## src/rtl/rps_match_scorer.sv

```systemverilog
// rps_match_scorer: keeps the running score of a rock-paper-scissors match fed by
// the round judge and reports a registered result (first-to-WIN_TARGET or
// MAX_ROUNDS). Optional error abort is enabled by defining RPS_ERROR_ABORT_EN,
// which ends the match with a draw/aborted result once ERR_LIMIT error rounds
// have been seen.
module rps_match_scorer #(
  parameter int WIN_TARGET = 3,
  parameter int MAX_ROUNDS = 9,
  parameter int ERR_LIMIT  = 3
) (
  input  logic       clk,
  input  logic       rst,
  input  logic       start,
  input  logic       round_valid,
  output logic       round_ready,
  input  logic [1:0] A,
  input  logic [1:0] B,
  input  logic       is_error,
  input  logic       is_A_win,
  output logic [3:0] score_a,
  output logic [3:0] score_b,
  output logic [3:0] round_cnt,
  output logic [3:0] error_cnt,
  output logic       busy,
  output logic       match_done,
  output logic [1:0] result
);

  localparam logic [3:0] WIN_T = 4'(WIN_TARGET);
  localparam logic [3:0] MAX_R = 4'(MAX_ROUNDS);
`ifdef RPS_ERROR_ABORT_EN
  localparam logic [3:0] ERR_L = 4'(ERR_LIMIT);
`endif

  localparam logic [1:0] RES_NONE = 2'b00;
  localparam logic [1:0] RES_A    = 2'b01;
  localparam logic [1:0] RES_B    = 2'b10;
  localparam logic [1:0] RES_DRAW = 2'b11;

  typedef enum logic [1:0] {
    IDLE = 2'd0,
    PLAY = 2'd1,
    DONE = 2'd2
  } state_t;

  state_t     state, state_next;
  logic [3:0] score_a_next, score_b_next, round_cnt_next, error_cnt_next;
  logic [1:0] result_next;
  logic       accept;

  // A restart request takes priority over any round presented in the same cycle.
  assign round_ready = (state == PLAY) & ~start;
  assign accept      = round_valid & round_ready;

  // Status flags are pure decodes of the state register, so they change only on clock edges.
  assign busy       = (state == PLAY);
  assign match_done = (state == DONE);

  // Next-state and next-counter logic: classify the accepted round, then test end conditions on post-update values.
  always_comb begin
    // NOTE: every output of this block gets a default first, so no path leaves a value unassigned and no latch is inferred.
    state_next     = state;
    score_a_next   = score_a;
    score_b_next   = score_b;
    round_cnt_next = round_cnt;
    error_cnt_next = error_cnt;
    result_next    = result;

    if (start) begin
      state_next     = PLAY;
      score_a_next   = '0;
      score_b_next   = '0;
      round_cnt_next = '0;
      error_cnt_next = '0;
      result_next    = RES_NONE;
    end else if (accept) begin
      if (is_error) begin
        // Error rounds never touch the score; the count saturates rather than wrapping.
        if (error_cnt != 4'hF) begin
          error_cnt_next = error_cnt + 4'd1;
        end
`ifdef RPS_ERROR_ABORT_EN
        if (error_cnt_next == ERR_L) begin
          state_next  = DONE;
          result_next = RES_DRAW;
        end
`endif
      end else begin
        round_cnt_next = round_cnt + 4'd1;
        if (A != B) begin
          if (is_A_win) begin
            score_a_next = score_a + 4'd1;
          end else begin
            score_b_next = score_b + 4'd1;
          end
        end

        if (score_a_next == WIN_T) begin
          state_next  = DONE;
          result_next = RES_A;
        end else if (score_b_next == WIN_T) begin
          state_next  = DONE;
          result_next = RES_B;
        end else if (round_cnt_next == MAX_R) begin
          state_next  = DONE;
          result_next = RES_DRAW;
        end
      end
    end
  end

  // State and scoreboard registers; an asynchronous reset returns everything to idle at once.
  always_ff @(posedge clk or posedge rst) begin
    if (rst) begin
      state     <= IDLE;
      score_a   <= '0;
      score_b   <= '0;
      round_cnt <= '0;
      error_cnt <= '0;
      result    <= RES_NONE;
    end else begin
      // NOTE: non-blocking assignments keep every register sampling pre-edge values, independent of statement order.
      state     <= state_next;
      score_a   <= score_a_next;
      score_b   <= score_b_next;
      round_cnt <= round_cnt_next;
      error_cnt <= error_cnt_next;
      result    <= result_next;
    end
  end

endmodule
```

## config.mk

```make
export PLATFORM = sky130hd
export DESIGN_NAME = rps_match_scorer
export DESIGN_NICKNAME = d
export VERILOG_FILES = /design/src/rtl/rps_match_scorer.sv
export SDC_FILE = /design/constraint.sdc
export NUM_CORES = 1
export LEC_CHECK = 0
export ABC_AREA = 1
export CORE_MARGIN = 2
export CORE_UTILIZATION = 40
export DETAILED_ROUTE_END_ITERATION = 7
export DONT_BUFFER_PORTS = 1
export GPL_TIMING_DRIVEN = 0
export PLACE_DENSITY_LB_ADDON = 0.05
export SETUP_SLACK_MARGIN = 0.3
export SYNTH_ARGS = -nofsm -noshare
export SYNTH_HDL_FRONTEND = slang
export SYNTH_SLANG_ARGS = --single-unit
```

## constraint.sdc

```tcl
create_clock -name clk -period 4.5 [get_ports clk]
set_clock_uncertainty 0.05 [all_clocks]
set_input_delay 0 -clock clk [delete_from_list [all_inputs] [get_ports clk]]
set_output_delay 0 -clock clk [all_outputs]
set_load 0.01 [all_outputs]
```

[Yosys cells after proc, flatten, opt, wreduce, memory -nomap -nowiden]
Index checks and enable logic that the tools add are counted.
Cells by class
  multiplexer cells: 35
  eq/ne operators: 8
  bitwise gates (word level): 3
  reductions and logical operators: 7
  add/sub/neg operators: 4
Operator list (number)
  two-way mux 4 bit: 23
  two-way mux 2 bit: 12
  adder 4 x 1 -> 4 bit, second input constant: 4
  equality test 4 x 2 -> 1 bit, second input constant: 2
  AND reduction 3 bit: 2
  nonzero test 2 bit: 3
  equality test 4 bit, second input constant: 1
  inequality test 4 bit, second input constant: 1
  nonzero test 4 bit: 1
  bitwise AND 1 bit: 2
  equality test 2 x 1 -> 1 bit, second input constant: 1
  equality test 2 bit, second input constant: 1
  inequality test 2 bit: 1
  inequality test 2 bit, second input constant: 1
  AND reduction 2 bit: 1
  NOT 1 bit: 1
Storage, ports and cells
  input port bits: 10
  register bits after elaboration: 20

[Logic depth before layout (Yosys ltp)]
Gate-level depths: netlist (run 1).
  word-level depth: 12
  depth in mapped cells: 14
  gate-level depth less buffers: 13

[Worst setup path before layout (run 1)]
Ideal clock, no wire load.
  path kind: register to register
  start: register score_b[0]
  end: register state[1]
  setup slack: 2869 ps
  stages on the path, launching flop included: 12
  required time: 4334 ps
  path buffers: 0
  period minus slack after synthesis: 1631 ps
  arrival: 1465 ps
  cells stage by stage: dfrtp_1 > ha_1 > o21ai_0 > nand2_2 > nand2_2 > nor2_2 > nand3_1 > nand2_2 > nand2_4 > nand2_2 > nand2_1 > nand2_1
On the way
  cells in the longest elaborated chain, start to end: 12
  elaborated cells on any way between the ends: 14
  those cells by class: add/sub (1); eq/ne (1); mux (10); reduce/logical (2)
RTL lines
  start: declaration: line 21  | output logic [3:0] score_b,
  start signal: assignment: line 125  | score_b <= score_b_next;
  adder 4 x 1 -> 4 bit: line 94  | score_b_next = score_b + 4'd1;
  two-way mux 4 bit: line 91  | if (is_A_win) begin
  two-way mux 4 bit *: line 90  | if (A != B) begin
  two-way mux 4 bit *: line 77  | if (is_error) begin
  two-way mux 4 bit *: line 76  | end else if (accept) begin
  two-way mux 4 bit *: line 69  | if (start) begin
  equality test 4 x 2 -> 1 bit *: line 101  | end else if (score_b_next == WIN_T) begin
  two-way mux 2 bit: line 101
  two-way mux 2 bit: line 98  | if (score_a_next == WIN_T) begin
  two-way mux 2 bit: line 77
  two-way mux 2 bit: line 76
  two-way mux 2 bit: line 69
  end signal: assignment: line 123  | state <= state_next;
  end: declaration: line 46  | state_t state, state_next;
Mark *: on every way between the ends. The rest lies on a longest branch, timed or not. The select of a mux whose other input is x is not followed.
A chain may end at the register's enable or synchronous reset.

[Final worst setup path (run 1)]
  start: register score_b[0]
  end: register result[0]
On the way
  cells in the longest elaborated chain, start to end: 12
  elaborated cells on any way between the ends: 14
  those cells by class: add/sub (1); eq/ne (1); mux (10); reduce/logical (2)
RTL lines
  adder 4 x 1 -> 4 bit: line 94
  two-way mux 4 bit: line 91
  two-way mux 4 bit *: line 90
  two-way mux 4 bit *: line 77
  two-way mux 4 bit *: line 76
  two-way mux 4 bit *: line 69
  equality test 4 x 2 -> 1 bit *: line 101
  two-way mux 2 bit: line 101
  two-way mux 2 bit: line 98
  two-way mux 2 bit: line 77
  two-way mux 2 bit: line 76
  two-way mux 2 bit: line 69
  end signal: assignment: line 128  | result <= result_next;
  end: declaration: line 26  | output logic [1:0] result
Marked as above.

==> flow_summary_export.csv, run 1 <==
group,metric,value,unit
place,dp_hpwl,1980,um
clock_network,cts.sink_count,20,
clock_network,htree_num_levels,1,
global_route,overflow,0,
global_route,antenna_found_initial,0,
setup_path,critPathMaxStageDelay,510,ps
setup_path,cp-start-kind,"register",
place,place.gp.congestion,0.698,
sta,max-slew-margin-rel,0.478,
detailed_routing,vias,1081,
setup_path,path_max_fanout,6,
detailed_routing,first_pass_iters,4,
sta,tightest_slew,782,ps
sta,hold_viol,0,
finish,syn_to_final_growth,9.44,%
detailed_routing,avgRoutedWirePerCell,12.3,um
worst_hold_path,hold_depth,1,
die,coreArea,3050,um2
detailed_routing,ant_nets,0,
setup_path,cp-end-kind,"register",
die,dieHeight,60.7,um
synth,ys_ff_latch,20,
finish,drive_above_1_share,0.186,
setup_path,crit_required,4660,ps
synth,synth_ff_type,"dfrtp_1",
sta,finalMaxSlewViolations,0,
power,power_density,261,nW/um2
synth,synth-edff-count,0,
detailed_routing,drc,0,
clock_network,cts_inserted_buffers,3,
die,die_w,60.7,um
power,ir_worst_vdd,0.138,mV
finish,fillCellCount,341,
sta,worst_hold_slack,3.95,ps
clock_network,clock_latency,310,ps
synth,avgSynthCellArea,7.80,um2
synth,yosysWarnings,0,
global_route,grt_pass1_vias,1061,
synth,synth.cell_area,1290,um2
run,drv_cap,0,
setup_path,critPathArrivalTime,1960,ps
sta,totalNegativeSetupSlack,0,ps
sta,post-route-min-period,1800,ps
finish,seq_area,500,um2
sta,finalSetupViolations,0,
sta,fin_crit_sh,0.400,
worst_hold_path,hp-class,"input pin to output port",
synth,postSynthCellCount,165,
finish,num-nets-final,188,
detailed_routing,totalWireLength,2650,um
status,status,"complete, no violations",
finish,multi_input_area,656,um2
place,place_area,1340,um2
finish,n_antenna_cell,0,
clock_network,cts_tree,"built",
die,die-area,3690,um2
place,io_buffers,0,
setup_path,critPathMostFrequentCell,"nand2_2",
global_route,grt_pass1_wl,4620,um
detailed_routing,vias_per_cell,5.00,
clock_network,postCtsSetupRepairBufs,0,
global_route,grt_max_degree,21,
die,start_util,0.421,
finish,final_common_cell,"nand2_1",
die,pin_count,31,
synth,async_flop_share,1.00,
synth,ys_types,26,
sta,rsz0062_at_grt,"false",
setup_path,r2r_cells,11,
setup_path,cpMaxStageDelayCell,"dfrtp_1",
clock_network,path_clk_slew,110,ps
synth,seq_area_frac_synth,0.389,
global_route,gr-usage-all-layers,0.168,
die,num_rows,20,
synth,synth_nets,180,
finish,final_cell_mix,"nand2_1, inv_1, dfrtp_1",
setup_path,worstSetupPathType,"register to register",
finish,fin_area,1410,um2
power,leakage,0.681,nW
clock_network,ctsRootBufferMaster,"clkbuf_4",
clock_network,clockBufferDepth,2,
detailed_routing,drtIter0Drc,18,
sta,max_freq,556,MHz
setup_path,cp_cell_sequence,"ha_1, o21ai_0, nand2_2, nand2_2, nor2_2, nand3_1, nand2_2, nand2_4, nand2_2, nand2_1, nand2_1",
cells in the mapped netlist (4+ instances only):
library cell / instances / area (um2)
inv_1: 24 / 90.1
nand2_2: 15 / 93.8
dfrtp_1: 20 / 500
nor2_1: 9 / 33.8
a21oi_1: 4 / 20.0
nand2_1: 29 / 109
o21ai_0: 11 / 55.1
ha_1: 5 / 62.6
o22ai_1: 7 / 43.8
nand3_1: 18 / 90.1
worst max-delay path, delay by kind of cell (launching register included):
kind                     cells  cell delay (ps)
flip-flops                   1              510
AO/OA/AOI/OAI                1              200
AND/OR/NAND/NOR              9              610
adder cells (fa/ha/maj)      1              340
repair_timing:
item                       CTS  global route
hold buffers                 3             0
setup endpoints to repair    0             0
resized for setup            0             0
hold endpoints to repair    37             0
layer usage:
layer | vias to the layer above | wire [um] | global-route usage | share of wire
li1 | 548 | - | - | -
met5 | - | 0 | 0 | 0
met2 | 25 | 1320 | 0.283 | 0.50
met4 | 0 | 19 | 0.0373 | 0.0072
met3 | 2 | 157 | 0.0597 | 0.059
met1 | 506 | 1160 | 0.209 | 0.44
layout make-up:
class | count | share of cell area
tap | 44 | 0.0391
inverter | 26 | 0.0693
sequential | 20 | 0.356
timing repair buffer | 3 | 0.0213
buffer | 3 | 0.0231
clock buffer | 4 | 0.0258
multi-input combinational | 116 | 0.466
power by group:
part / switching, mW / internal, mW
Clock: 0.0579 / 0.0494
Sequential: 0.00913 / 0.186
Combinational: 0.0419 / 0.0229
Total: 0.109 / 0.259
cells by family after synthesis:
kind of cell / Yosys count / synth area share
adders and majority gates: 5 / 0.0486
buffers and inverters: 29 / 0.101
DFF: 20 / 0.389
and+or+nand+nor: 82 / 0.325
xor gates and xnor gates: 4 / 0.0272
AOI/OAI and AO/OA: 25 / 0.109
path summary, 6_finish.rpt:
check,start,to,slack (ps)
worst min-delay path,start,round_ready,4
max in group asynchronous,rst,score_a[1],3690
worst max register to register,score_b[0],result[0],2700
worst max-delay path,score_b[0],result[0],2700
worst min register to register,state[0],state[0],500
min in group asynchronous,rst,score_b[1],220
metrics by stage:
step | power [mW] | std cells | setup slack, ps | util
4_1_cts | 0.375 | 216 | 2690 | 0.461
3_5_place_dp | 0.262 | 209 | 2720 | 0.439
2_1_floorplan | 0.250 | 165 | 2870 | -
6_report | 0.368 | 216 | 2700 | 0.461
5_1_grt | 0.389 | 216 | 2570 | 0.461
3_3_place_gp | 0.261 | 209 | 2720 | 0.439
sequential cells by signal, indices dropped and copies added (netlist names):
name	count
score_a	4
result	2
score_b	4
error_cnt	4
state	2
round_cnt	4
No activity file was read; power rests on OpenSTA's default activity.
==> run 2, diff against run 1 <==
==> constraint.sdc (replaced) <==
create_clock -name clk -period 1.6 [get_ports clk]
set_clock_uncertainty 0.05 [all_clocks]
set_input_delay 0 -clock clk [delete_from_list [all_inputs] [get_ports clk]]
set_output_delay 0 -clock clk [all_outputs]
set_load 0.01 [all_outputs]
==> flow_summary_export.csv, run 2 (synthesis gave the netlist of run 1 again) <==
group,metric,value,unit
status,status,"complete, but fails checks",
status,violations,"negative hold slack, negative setup slack",
clock_network,clockBufferDepth,2,
die,die_w,60.7,um
sta,tightest_slew,797,ps
detailed_routing,drc,0,
die,pin_count,31,
detailed_routing,vias,1111,
setup_path,r2r-end,"result[1]",
setup_path,cp-start-kind,"register",
sta,max_freq,598,MHz
sta,post-route-min-period,1670,ps
power,power_density,729,nW/um2
global_route,grt_pass1_vias,1102,
global_route,gr-usage-all-layers,0.171,
global_route,grt_pass1_wl,4730,um
setup_path,cp_cell_sequence,"ha_4, inv_2, nand2_1, o21ai_1, nand2_1, nand2_2, nor2_2, nand3_2, nor2_4, nor2_4, a21boi_2",
die,start_util,0.421,
setup_path,critPathArrivalTime,1830,ps
sta,hold_viol,17,
power,p_total,1.21,mW
global_route,antenna_found_initial,0,
die,num_rows,20,
global_route,overflow,0,
die,coreArea,3050,um2
finish,drive_above_1_share,0.380,
power,leakage,0.755,nW
setup_path,ff2ff_setup_slack,-70,ps
clock_network,cts_inserted_buffers,3,
detailed_routing,drtIter0Drc,55,
place,place_area,1350,um2
detailed_routing,first_pass_iters,4,
worst_hold_path,hp-class,"input pin to register",
setup_path,startpoint,"score_a[0]",
finish,fin_area,1670,um2
die,die-area,3690,um2
sta,fin_crit_sh,1.05,
global_route,grt_max_degree,21,
run,drv_cap,0,
detailed_routing,ant_nets,0,
place,dp_hpwl,1960,um
setup_path,r2r-start,"score_a[0]",
finish,final_cell_mix,"nand2_1, inv_1, nand3_1",
sta,rsz0062_at_grt,"true",
finish,n_antenna_cell,0,
die,dieHeight,60.7,um
detailed_routing,avgRoutedWirePerCell,12.3,um
sta,finalMaxSlewViolations,0,
worst_hold_path,hold_depth,3,
finish,final_common_cell,"nand2_1",
clock_network,cts.sink_count,20,
place,dp_cells,209,
sta,setup_ws,-73.3,ps
place,io_buffers,0,
clock_network,ctsRootBufferMaster,"clkbuf_4",
clock_network,htree_num_levels,1,
finish,num-nets-final,200,
setup_path,cpMaxStageDelayCell,"dfrtp_2",
detailed_routing,vias_per_cell,4.87,
clock_network,cts_tree,"built",
sta,finalSetupViolations,4,
sta,max-slew-margin-rel,0.468,
setup_path,path_max_fanout,5,
clock_network,path_clk_slew,110,ps
place,place.gp.congestion,0.734,
setup_path,crit_required,1750,ps
setup_path,critPathMaxStageDelay,490,ps
clock_network,clock_latency,310,ps
setup_path,cp-end-kind,"register",
detailed_routing,totalWireLength,2790,um
worst_hold_path,min_from,"start",
worst_hold_path,whs_endpoint,"result[0]",
setup_path,worstSetupPathType,"register to register",
finish,syn_to_final_growth,29.5,%
finish,final_cells,228,
sta,worst_hold_slack,-193,ps
power,ir_worst_vdd,0.698,mV
setup_path,r2r_cells,11,
finish,fin_util,0.545,
-- run 2: cell type report --
class | count | area (um2)
timing repair inverter | 1 | 7.51
tap | 44 | 55.1
sequential | 20 | 508
clock inverter | 1 | 30.0
clock buffer | 3 | 22.5
inverter | 26 | 105
fill | 296 | 1390
buffer | 3 | 32.5
timing repair buffer | 14 | 125
multi-input combinational | 116 | 779
-- run 2: critical path, delay by kind of cell, from the launching register on --
| kind | cells | cell delay (ps) |
|---|---|---|
| compound gates | 2 | 200 |
| fa+ha+maj | 1 | 280 |
| flops | 1 | 490 |
| buf+inv | 1 | 20 |
| simple gates | 7 | 520 |
-- run 2: stage by stage --
stage          worst slack [ps]  TNS, ps
3_3_place_gp               -106     -354
4_1_cts                   -81.6     -314
5_1_grt                    -204     -749
6_report                  -73.3     -238
3_5_place_dp               -124     -418
2_1_floorplan              14.9        0
-- run 2: worst max path at each step --
stage                      to  cells past startpoint  slack, ps
floorplan           result[1]                     11         10
global placement    result[0]                     13       -110
detailed placement  result[0]                     13       -120
CTS                 result[1]                     11        -80
global route        result[0]                     13       -200
finish              result[1]                     11        -70
-- run 2: report_power, final --
| part | leakage (nW) | switching, mW | internal [mW] |
|---|---|---|---|
| clock network | 0.0279 | 0.166 | 0.253 |
| registers | 0.262 | 0.0285 | 0.525 |
| logic | 0.465 | 0.141 | 0.0999 |
-- run 2: timing repair --
item,CTS,global route
gates cloned,1,0
hold endpoints to repair,39,18
pin swaps,6,8
hold buffers,3,2
setup endpoints to repair,19,21
gates resized for setup,25,15
buffers inserted,7,2
-- run 2: routing by layer --
metal	global-route usage	vias up	part of all wire
li1	-	571	-
met1	0.218	523	0.45
met2	0.295	17	0.51
met3	0.0554	0	0.042
met4	0.0186	0	0
met5	0	-	0
